===== config.mk =====
export PLATFORM = sky130hd
export DESIGN_NAME = uart_pkt_tx
export DESIGN_NICKNAME = d
export VERILOG_FILES = /design/src/rtl/uart_pkt_tx.sv
export SDC_FILE = /design/constraint.sdc
export NUM_CORES = 1
export LEC_CHECK = 0
export ABC_AREA = 1
export BUFFER_PORTS_ARGS = -buffer_cell sky130_fd_sc_hd__buf_2
export CAP_MARGIN = 20
export CORE_UTILIZATION = 50
export CTS_BUF_LIST = sky130_fd_sc_hd__clkbuf_2 sky130_fd_sc_hd__clkbuf_4 sky130_fd_sc_hd__clkbuf_8
export CTS_CLUSTER_DIAMETER = 50
export CTS_CLUSTER_SIZE = 14
export DETAILED_ROUTE_END_ITERATION = 16
export PLACE_DENSITY = 0.63
export SLEW_MARGIN = 20
export SYNTH_ARGS = -nofsm -noshare
export SYNTH_HDL_FRONTEND = slang
export SYNTH_SLANG_ARGS = --single-unit

===== constraint.sdc =====
create_clock -name clk -period 4.1 [get_ports clk]
set_clock_uncertainty 0.15 [all_clocks]
set_input_delay 0.41 -clock clk [delete_from_list [all_inputs] [get_ports clk]]
set_output_delay 0.41 -clock clk [all_outputs]
set_load 0.005 [all_outputs]

===== src/rtl/uart_pkt_tx.sv =====
// uart_pkt_tx: packetizer in front of the UART transmitter.
// Buffers 16-bit result words in a FIFO and sends framed packets
// HDR0 HDR1 LEN {hi lo}*LEN CSUM over a start/data/done byte handshake.
// Optional build macro UART_PKT_CRC8_EN replaces the modulo-256 checksum
// with CRC-8 (poly 0x07, init 0x00, MSB-first, no reflection, no final XOR).
module uart_pkt_tx #(
    parameter int          FIFO_DEPTH = 16,
    parameter int          PKT_WORDS  = 8,
    parameter logic [7:0]  HDR0       = 8'hAA,
    parameter logic [7:0]  HDR1       = 8'h55
) (
    input  logic                          clk,
    input  logic                          rst_n,
    input  logic [15:0]                   s_data_i,
    input  logic                          s_valid_i,
    output logic                          s_ready_o,
    input  logic                          flush_i,
    output logic                          tx_start_o,
    output logic [7:0]                    tx_data_o,
    input  logic                          tx_done_i,
    output logic                          busy_o,
    output logic [$clog2(FIFO_DEPTH):0]   fifo_level_o
);

    localparam int AW = $clog2(FIFO_DEPTH);
    localparam int LW = AW + 1;
    localparam logic [LW-1:0] DEPTH_L = LW'(FIFO_DEPTH);
    localparam logic [LW-1:0] PKT_L   = LW'(PKT_WORDS);

    typedef enum logic [2:0] {
        IDLE,
        SEND_H0,
        SEND_H1,
        SEND_LEN,
        SEND_PH,
        SEND_PL,
        SEND_CS
    } state_t;

    state_t          r_state;
    logic [15:0]     r_mem [FIFO_DEPTH];
    logic [AW-1:0]   r_wr_ptr;
    logic [AW-1:0]   r_rd_ptr;
    logic [LW-1:0]   r_level;
    logic            r_flush;
    logic            r_tx_start;
    logic [7:0]      r_tx_data;
    logic [7:0]      r_len;
    logic [7:0]      r_words_left;
    logic [7:0]      r_csum;

    logic            w_wr;
    logic            w_pop;
    logic            w_done;
    logic            w_start;
    logic [LW-1:0]   w_len_l;
    logic [7:0]      w_len;
    logic [AW-1:0]   w_rd_next_ptr;
    logic [15:0]     w_rd_word;
    logic [15:0]     w_next_word;

    // One checksum step per transmitted byte; the flavour is chosen at build time.
    function automatic logic [7:0] csumStep(input logic [7:0] acc, input logic [7:0] b);
        logic [7:0] v;
`ifdef UART_PKT_CRC8_EN
        v = acc ^ b;
        for (int i = 0; i < 8; i++) begin
            if (v[7]) begin
                v = {v[6:0], 1'b0} ^ 8'h07;
            end else begin
                v = {v[6:0], 1'b0};
            end
        end
`else
        v = acc + b;
`endif
        return v;
    endfunction

    // A done pulse coinciding with our own start pulse belongs to no byte yet.
    assign w_done        = tx_done_i && !r_tx_start;
    assign w_wr          = s_valid_i && s_ready_o;
    assign w_pop         = (r_state == SEND_PL) && w_done;
    assign w_start       = (r_state == IDLE) &&
                           ((r_level >= PKT_L) || (r_flush && (r_level != '0)));
    assign w_len_l       = (r_level >= PKT_L) ? PKT_L : r_level;
    assign w_len         = 8'(w_len_l);
    assign w_rd_next_ptr = r_rd_ptr + 1'b1;
    assign w_rd_word     = r_mem[r_rd_ptr];
    assign w_next_word   = r_mem[w_rd_next_ptr];

    assign s_ready_o     = (r_level != DEPTH_L);
    assign tx_start_o    = r_tx_start;
    assign tx_data_o     = r_tx_data;
    assign busy_o        = (r_state != IDLE);
    assign fifo_level_o  = r_level;

    // FIFO storage; contents need no reset because the level gates every read.
    always_ff @(posedge clk) begin
        if (w_wr) begin
            r_mem[r_wr_ptr] <= s_data_i;
        end
    end

    // FIFO pointers and level; a write and a pop in the same cycle cancel out.
    always_ff @(posedge clk or negedge rst_n) begin
        if (!rst_n) begin
            r_wr_ptr <= '0;
            r_rd_ptr <= '0;
            r_level  <= '0;
        end else begin
            if (w_wr) begin
                r_wr_ptr <= r_wr_ptr + 1'b1;
            end
            if (w_pop) begin
                r_rd_ptr <= w_rd_next_ptr;
            end
            case ({w_wr, w_pop})
                2'b10:   r_level <= r_level + 1'b1;
                2'b01:   r_level <= r_level - 1'b1;
                default: r_level <= r_level;
            endcase
        end
    end

    // Sticky flush request, consumed by the packet it triggers; empty-FIFO flushes are dropped.
    always_ff @(posedge clk or negedge rst_n) begin
        if (!rst_n) begin
            r_flush <= 1'b0;
        end else if (w_start) begin
            r_flush <= 1'b0;
        end else if (flush_i && (r_level != '0)) begin
            r_flush <= 1'b1;
        end
    end

    // Packet FSM: each SEND state loads its byte and pulses start on entry, then waits for done.
    always_ff @(posedge clk or negedge rst_n) begin
        if (!rst_n) begin
            r_state      <= IDLE;
            r_tx_start   <= 1'b0;
            r_tx_data    <= 8'h00;
            r_len        <= 8'h00;
            r_words_left <= 8'h00;
            r_csum       <= 8'h00;
        end else begin
            r_tx_start <= 1'b0;
            case (r_state)
                IDLE: begin
                    if (w_start) begin
                        r_state      <= SEND_H0;
                        r_tx_data    <= HDR0;
                        r_tx_start   <= 1'b1;
                        r_len        <= w_len;
                        r_words_left <= w_len;
                        r_csum       <= 8'h00;
                    end
                end
                SEND_H0: begin
                    if (w_done) begin
                        r_state    <= SEND_H1;
                        r_tx_data  <= HDR1;
                        r_tx_start <= 1'b1;
                    end
                end
                SEND_H1: begin
                    if (w_done) begin
                        r_state    <= SEND_LEN;
                        r_tx_data  <= r_len;
                        r_tx_start <= 1'b1;
                        r_csum     <= csumStep(r_csum, r_len);
                    end
                end
                SEND_LEN: begin
                    if (w_done) begin
                        r_state    <= SEND_PH;
                        r_tx_data  <= w_rd_word[15:8];
                        r_tx_start <= 1'b1;
                        r_csum     <= csumStep(r_csum, w_rd_word[15:8]);
                    end
                end
                SEND_PH: begin
                    if (w_done) begin
                        r_state    <= SEND_PL;
                        r_tx_data  <= w_rd_word[7:0];
                        r_tx_start <= 1'b1;
                        r_csum     <= csumStep(r_csum, w_rd_word[7:0]);
                    end
                end
                SEND_PL: begin
                    if (w_done) begin
                        r_tx_start   <= 1'b1;
                        r_words_left <= r_words_left - 8'd1;
                        if (r_words_left > 8'd1) begin
                            r_state   <= SEND_PH;
                            r_tx_data <= w_next_word[15:8];
                            r_csum    <= csumStep(r_csum, w_next_word[15:8]);
                        end else begin
                            r_state   <= SEND_CS;
                            r_tx_data <= r_csum;
                        end
                    end
                end
                SEND_CS: begin
                    if (w_done) begin
                        r_state <= IDLE;
                    end
                end
                default: begin
                    r_state <= IDLE;
                end
            endcase
        end
    end

endmodule


# Word-level counts from Yosys, hierarchy flattened
# Memories as Yosys holds them, arrays and structs flattened.
# Cells that the tools add are included.
# W data, S select, Z words.
# classes
mux	36
n_reduce_logical	22
order_cmp	2
addsub	9
n_eq_ne	17
# ops
operator	n
$mux W8	15
$pmux W8 S6	1
$pmux W8 S5	1
$add A8 B8 Y8	3
$mux W3	7
$pmux W3 S7	1
$reduce_and A7 Y1	3
$pmux W8 S2	1
$ne A2 B2 Y1 const B	7
$pmux W5 S2	1
$reduce_bool A5 Y1	2
$eq A3 B3 Y1 const B	3
$add A4 B1 Y4 const B	2
$add A8 B5 Y8	1
$gt A8 B1 Y1 const B	1
$sub A8 B1 Y8 const B	1
$eq A3 B2 Y1 const B	2
$logic_and A1 B1 Y1	6
$mux W1	6
$reduce_bool A2 Y1	3
$reduce_bool A6 Y1	1
$add A5 B1 Y5 const B	1
$ge A5 B4 Y1 const B	1
$mux W5	1
15 further kinds	15
# word_totals
word_cells	97
in_bits	21
mem_bits_rw	256
memories	1
out_inout_bits	16
register_bits	47
# memory_table
memory	depth	width	rd	rd_ports_with_merged_regs	wr	line_no	rtl
r_mem	16	16	2	0	1	41	logic [15:0] r_mem [FIFO_DEPTH];

# Logic depth before layout (Yosys ltp)
# logic_depth
depth_word	6
mapped_depth	21
ltp_nobuf	19

# Worst setup path before layout
# OpenSTA, ideal clock, no wires.
# synth_timing
kind	register to register
start	register r_rd_ptr[0]
end	register r_csum[6]
period_less_slack_ps	3219
path_slack_ps	881
setup_time_ps	121
path_stages_with_launch	21
t_arrival_ps	2948
cell_sequence	dfrtp_1 > ha_1 > buf_2 > clkbuf_1 > o211ai_1 > nand3_1 > nand3_1 > nand2_1 > nand2_1 > nand2_1 > nor2_1 > a21oi_1 > ha_1 > inv_1 > fa_1 > o21ai_0 > nand2_1 > nand2_1 > a21oi_1 > xor2_1 > o21ai_2
# synth_between
elab_chain_cells	6
elab_cells_between_ends	10
classes_between	add/sub (4); mux (5); memory (1)
# synth_lines
element	line_no	rtl
start, declared	43	logic [AW-1:0] r_rd_ptr;
start signal, assigned	116	r_rd_ptr <= w_rd_next_ptr;
$add A4 B1 Y4	88	assign w_rd_next_ptr = r_rd_ptr + 1'b1;
named net w_rd_next_ptr[1]	58	logic [AW-1:0] w_rd_next_ptr;
$mem_v2 Z16 W16	--	
$add A8 B8 Y8	75	v = acc + b;
$mux W8	194	if (r_words_left > 8'd1) begin
$mux W8	191	if (w_done) begin
$pmux W8 S5	148	case (r_state)
end signal, assigned	171	r_csum <= csumStep(r_csum, r_len);
end signal, assigned	187	r_csum <= csumStep(r_csum, w_rd_word[7:0]);
end signal, assigned	197	r_csum <= csumStep(r_csum, w_next_word[15:8]);
end, declared	50	logic [7:0] r_csum;
# The timed path passes the listed nets, and every way through them passes these cells. The select of a mux whose other input is x is not followed.
# A chain may end at the register's enable or synchronous reset.

# Final worst setup path
# layout_timing
start	register r_rd_ptr[2]
end	register r_csum[6]
# layout_between
elab_chain_cells	6
elab_cells_between_ends	10
classes_between	add/sub (4); mux (5); memory (1)
# layout_lines
element	line_no
$add A4 B1 Y4	88
$mem_v2 Z16 W16 (*)	--
$add A8 B8 Y8	75
$mux W8	194
$mux W8	191
$pmux W8 S5 (*)	148
# Mark *: on every way between the ends. The rest lies on a longest branch, timed or not. The select of a mux whose other input is x is not followed.

==> metrics <==
Routed Antenna Nets=0; Leak Pwr=0.006248 µW; Mapped Nets=1474; Synth top area share=53.05%; final setup vio count=0; Power per Cell Area=764.7 nW/µm²; CP Capture Type=flip-flop; setup slack, reg-to-reg=0.41 ns; hold slack=0.04291 ns; sequential power share=33.2%; Commonest cells post-synth=edfxtp_1 (256), nand2_1 (217), o21ai_0 (173); Gate power share=49.3%; routability congestion estimate=0.9154; most numerous cell in the Yosys netlist=edfxtp_1; Slew headroom=39.83%; Post-Syn Instances=1433; post-synthesis sequential area ratio=61.16%; # IOs=37; syn avg cell area=10.11 µm²; Buffers on Ports=36; nets=1519; Synth-to-Final Area Change=10.07%; row count=61; CTS tree=built; Max Clock Freq=270.9 MHz; Die Ht=172.2 µm; synthesized cell area=14490 µm²; Post-CTS Setup Inserts=0; Final period util=90.03%; CP endpoint=r_csum[6]; worst skew pair latency=0.56 ns; vias=10764; main area contributors after synthesis=edfxtp_1 (53%), dfrtp_1 (8.1%), o21ai_0 (6.0%); switching part of the total=44.60%; Placed Area=15240 µm²; Peak VDD IR=367.3 µV; post-CTS sizing=0; largest net degree at the start of global routing=114; total CTS buffers=35; layout cell share with drive strength beyond 1=13.13%; post-synthesis async set-or-reset flop share=15.51%; grt ovf=0; Tightest Hold Check Type=input pin to flip-flop; H-tree levels=2; switching power=5440 µW; worst-margin pin slew=0.9016 ns; Tmin final=3.691 ns; Main synth FF type=edfxtp_1; DIE WIDTH=172.2 µm; max-slew violations=0; initial core utilization=51.45%; drt via density=5.729; RSZ-0062 raised after global routing=no; max cap viols=0; total number of yosys warnings=0; Clock Sinks=303; critical path type=flip-flop to flip-flop; largest area contributor in the netlist=edfxtp_1; Worst-path clk slew=0.07 ns; length of the first detailed-routing pass in iterations=6; overall routing resource usage=26.82%; CP Launch Point=r_rd_ptr[2]; final core utilization=56.64%; WL/cell=20.72 µm; Clock power frac=17.5%; Starting DRT DRC Count=1175; post-route design area=15950 µm²; arrival time at the worst endpoint=3.96 ns; R2R depth=18; initial antenna violation count=0; vias in the first global route=9993; worst r2r dst=r_csum[6]; Int Power=6758 µW; Fillers=2464; EDFF count, synth=256; die area=29670 µm²; first-pass GRT wire length=58660 µm; Hold Violations, Final=0; outcome=complete, no violations; Root Driver=clkbuf_8; CP max FO=8; setup_tns=0 ns; Core ar.=28160 µm²; non-filler cells in the finished layout=1879; Longest Clk Path Bufs=3; hpwl dp=23440 µm; Worst Path Required=4.37 ns; DRC=0; post-synthesis cell type count=45; critical path launch point type=flip-flop; worst r2r src=r_rd_ptr[2]; Placed Cells=1818; Routed Wire Length=38930 µm; Synth Register Bits=303
[worst min-delay path by stage]
stage	startpoint	slack, ns	end	cells after the start
finish	flush_i	0.04	r_flush	5
global route	s_data_i[10]	0.06	r_mem[2][10]	1
CTS	flush_i	0.02	r_flush	5
detailed placement	rst_n	0.09	r_csum[7]	1
global placement	rst_n	0.09	r_csum[7]	1
floorplan	rst_n	-0.04	fifo_level_o[0]	0
[critical path, stage by stage (launching register included)]
cell     delay, ns
dfrtp_1       0.67
nand3_2       0.22
xor2_4        0.26
inv_2         0.27
nand3_1       0.12
nand2_1       0.12
nand2_1       0.08
nand2_1       0.08
nor2_1        0.05
a21oi_1       0.12
ha_1          0.19
inv_1         0.06
fa_1          0.39
o21ai_0       0.29
nand2_1       0.10
nand2_1       0.07
a21oi_1       0.07
xor2_1        0.18
o21ai_2       0.08
[metal layers]
layer | GRT usage [%] | wire (µm) | vias up
li1 | - | - | 5092
met1 | 36.46 | 16520 | 5185
met2 | 44.04 | 18530 | 412
met3 | 3.708 | 2789 | 75
met4 | 9.504 | 1088 | 0
met5 | 0 | 0 | -
[cells in the final DEF (no fill, tap or decap), types with 4 or more instances in the layout]
master,instances
edfxtp_1,256
nand2_1,217
o21ai_0,173
nand3_1,141
inv_1,138
a21oi_1,107
nor2_1,101
o211ai_1,47
dfrtp_1,45
buf_4,42
clkbuf_8,36
buf_2,36
nor2_2,22
ha_1,18
o221ai_1,12
inv_2,9
o21ai_1,9
xor2_1,9
clkbuf_4,7
inv_6,6
clkinv_1,6
buf_12,6
o21ai_2,5
nand4_1,4
clkinvlp_4,4
[timing repair]
action	CTS	global route
hold buffers	1	0
endpoints found under the hold margin	47	0
endpoints found under the setup margin	0	0
[cell families (layout without fill, tap and decap cells)]
family	after synthesis	in the layout	share of synthesized area (%)
AOI/OAI and AO/OA	366	366	14.18
adders and majority gates	20	20	1.830
other	0	1	0
and+or+nand+nor	500	500	15.06
DFF	303	303	61.16
buffers and inverters	230	297	6.743
xor gates and xnor gates	14	14	1.028
[state kept, by name, summed over array words and instances (netlist names)]
signal and cells:
r_wr_ptr 4, r_mem 256, r_csum 8, r_words_left 8
r_len 5, r_flush 1, tx_data_o 8, r_state 3
tx_start_o 1, fifo_level_o 5, r_rd_ptr 4
[cell type report]
type	instances	area, µm²	share of cell area [%]
well taps	378	473.0	2.965
flip-flops and latches	303	8869	55.60
multi-input cells	900	4691	29.41
clock inverters	16	148.9	0.9335
clock buffers	43	548.0	3.436
repair buffers	85	625.6	3.922
diodes	1	2.502	0.01569
inverters	153	593.1	3.718
[power by group through the flow]
| stage | Clock [µW] | Sequential [µW] | Combinational (µW) |
|---|---|---|---|
| floorplan | 0 | 4030 | 4160 |
| CTS | 2170 | 4050 | 5960 |
| detailed placement | 0 | 4110 | 5930 |
| global route | 2280 | 4090 | 6620 |
| global placement | 0 | 4100 | 5860 |
| finish | 2140 | 4050 | 6010 |
[metrics by stage]
stage	total power, µW	setup slack, ns
4_1_cts	12170	0.4596
3_5_place_dp	10040	0.4642
2_1_floorplan	8196	0.8808
6_report	12200	0.4087
3_3_place_gp	9963	0.5250
5_1_grt	13000	0.1367
Note: power is estimated with default switching activity, not from simulation.
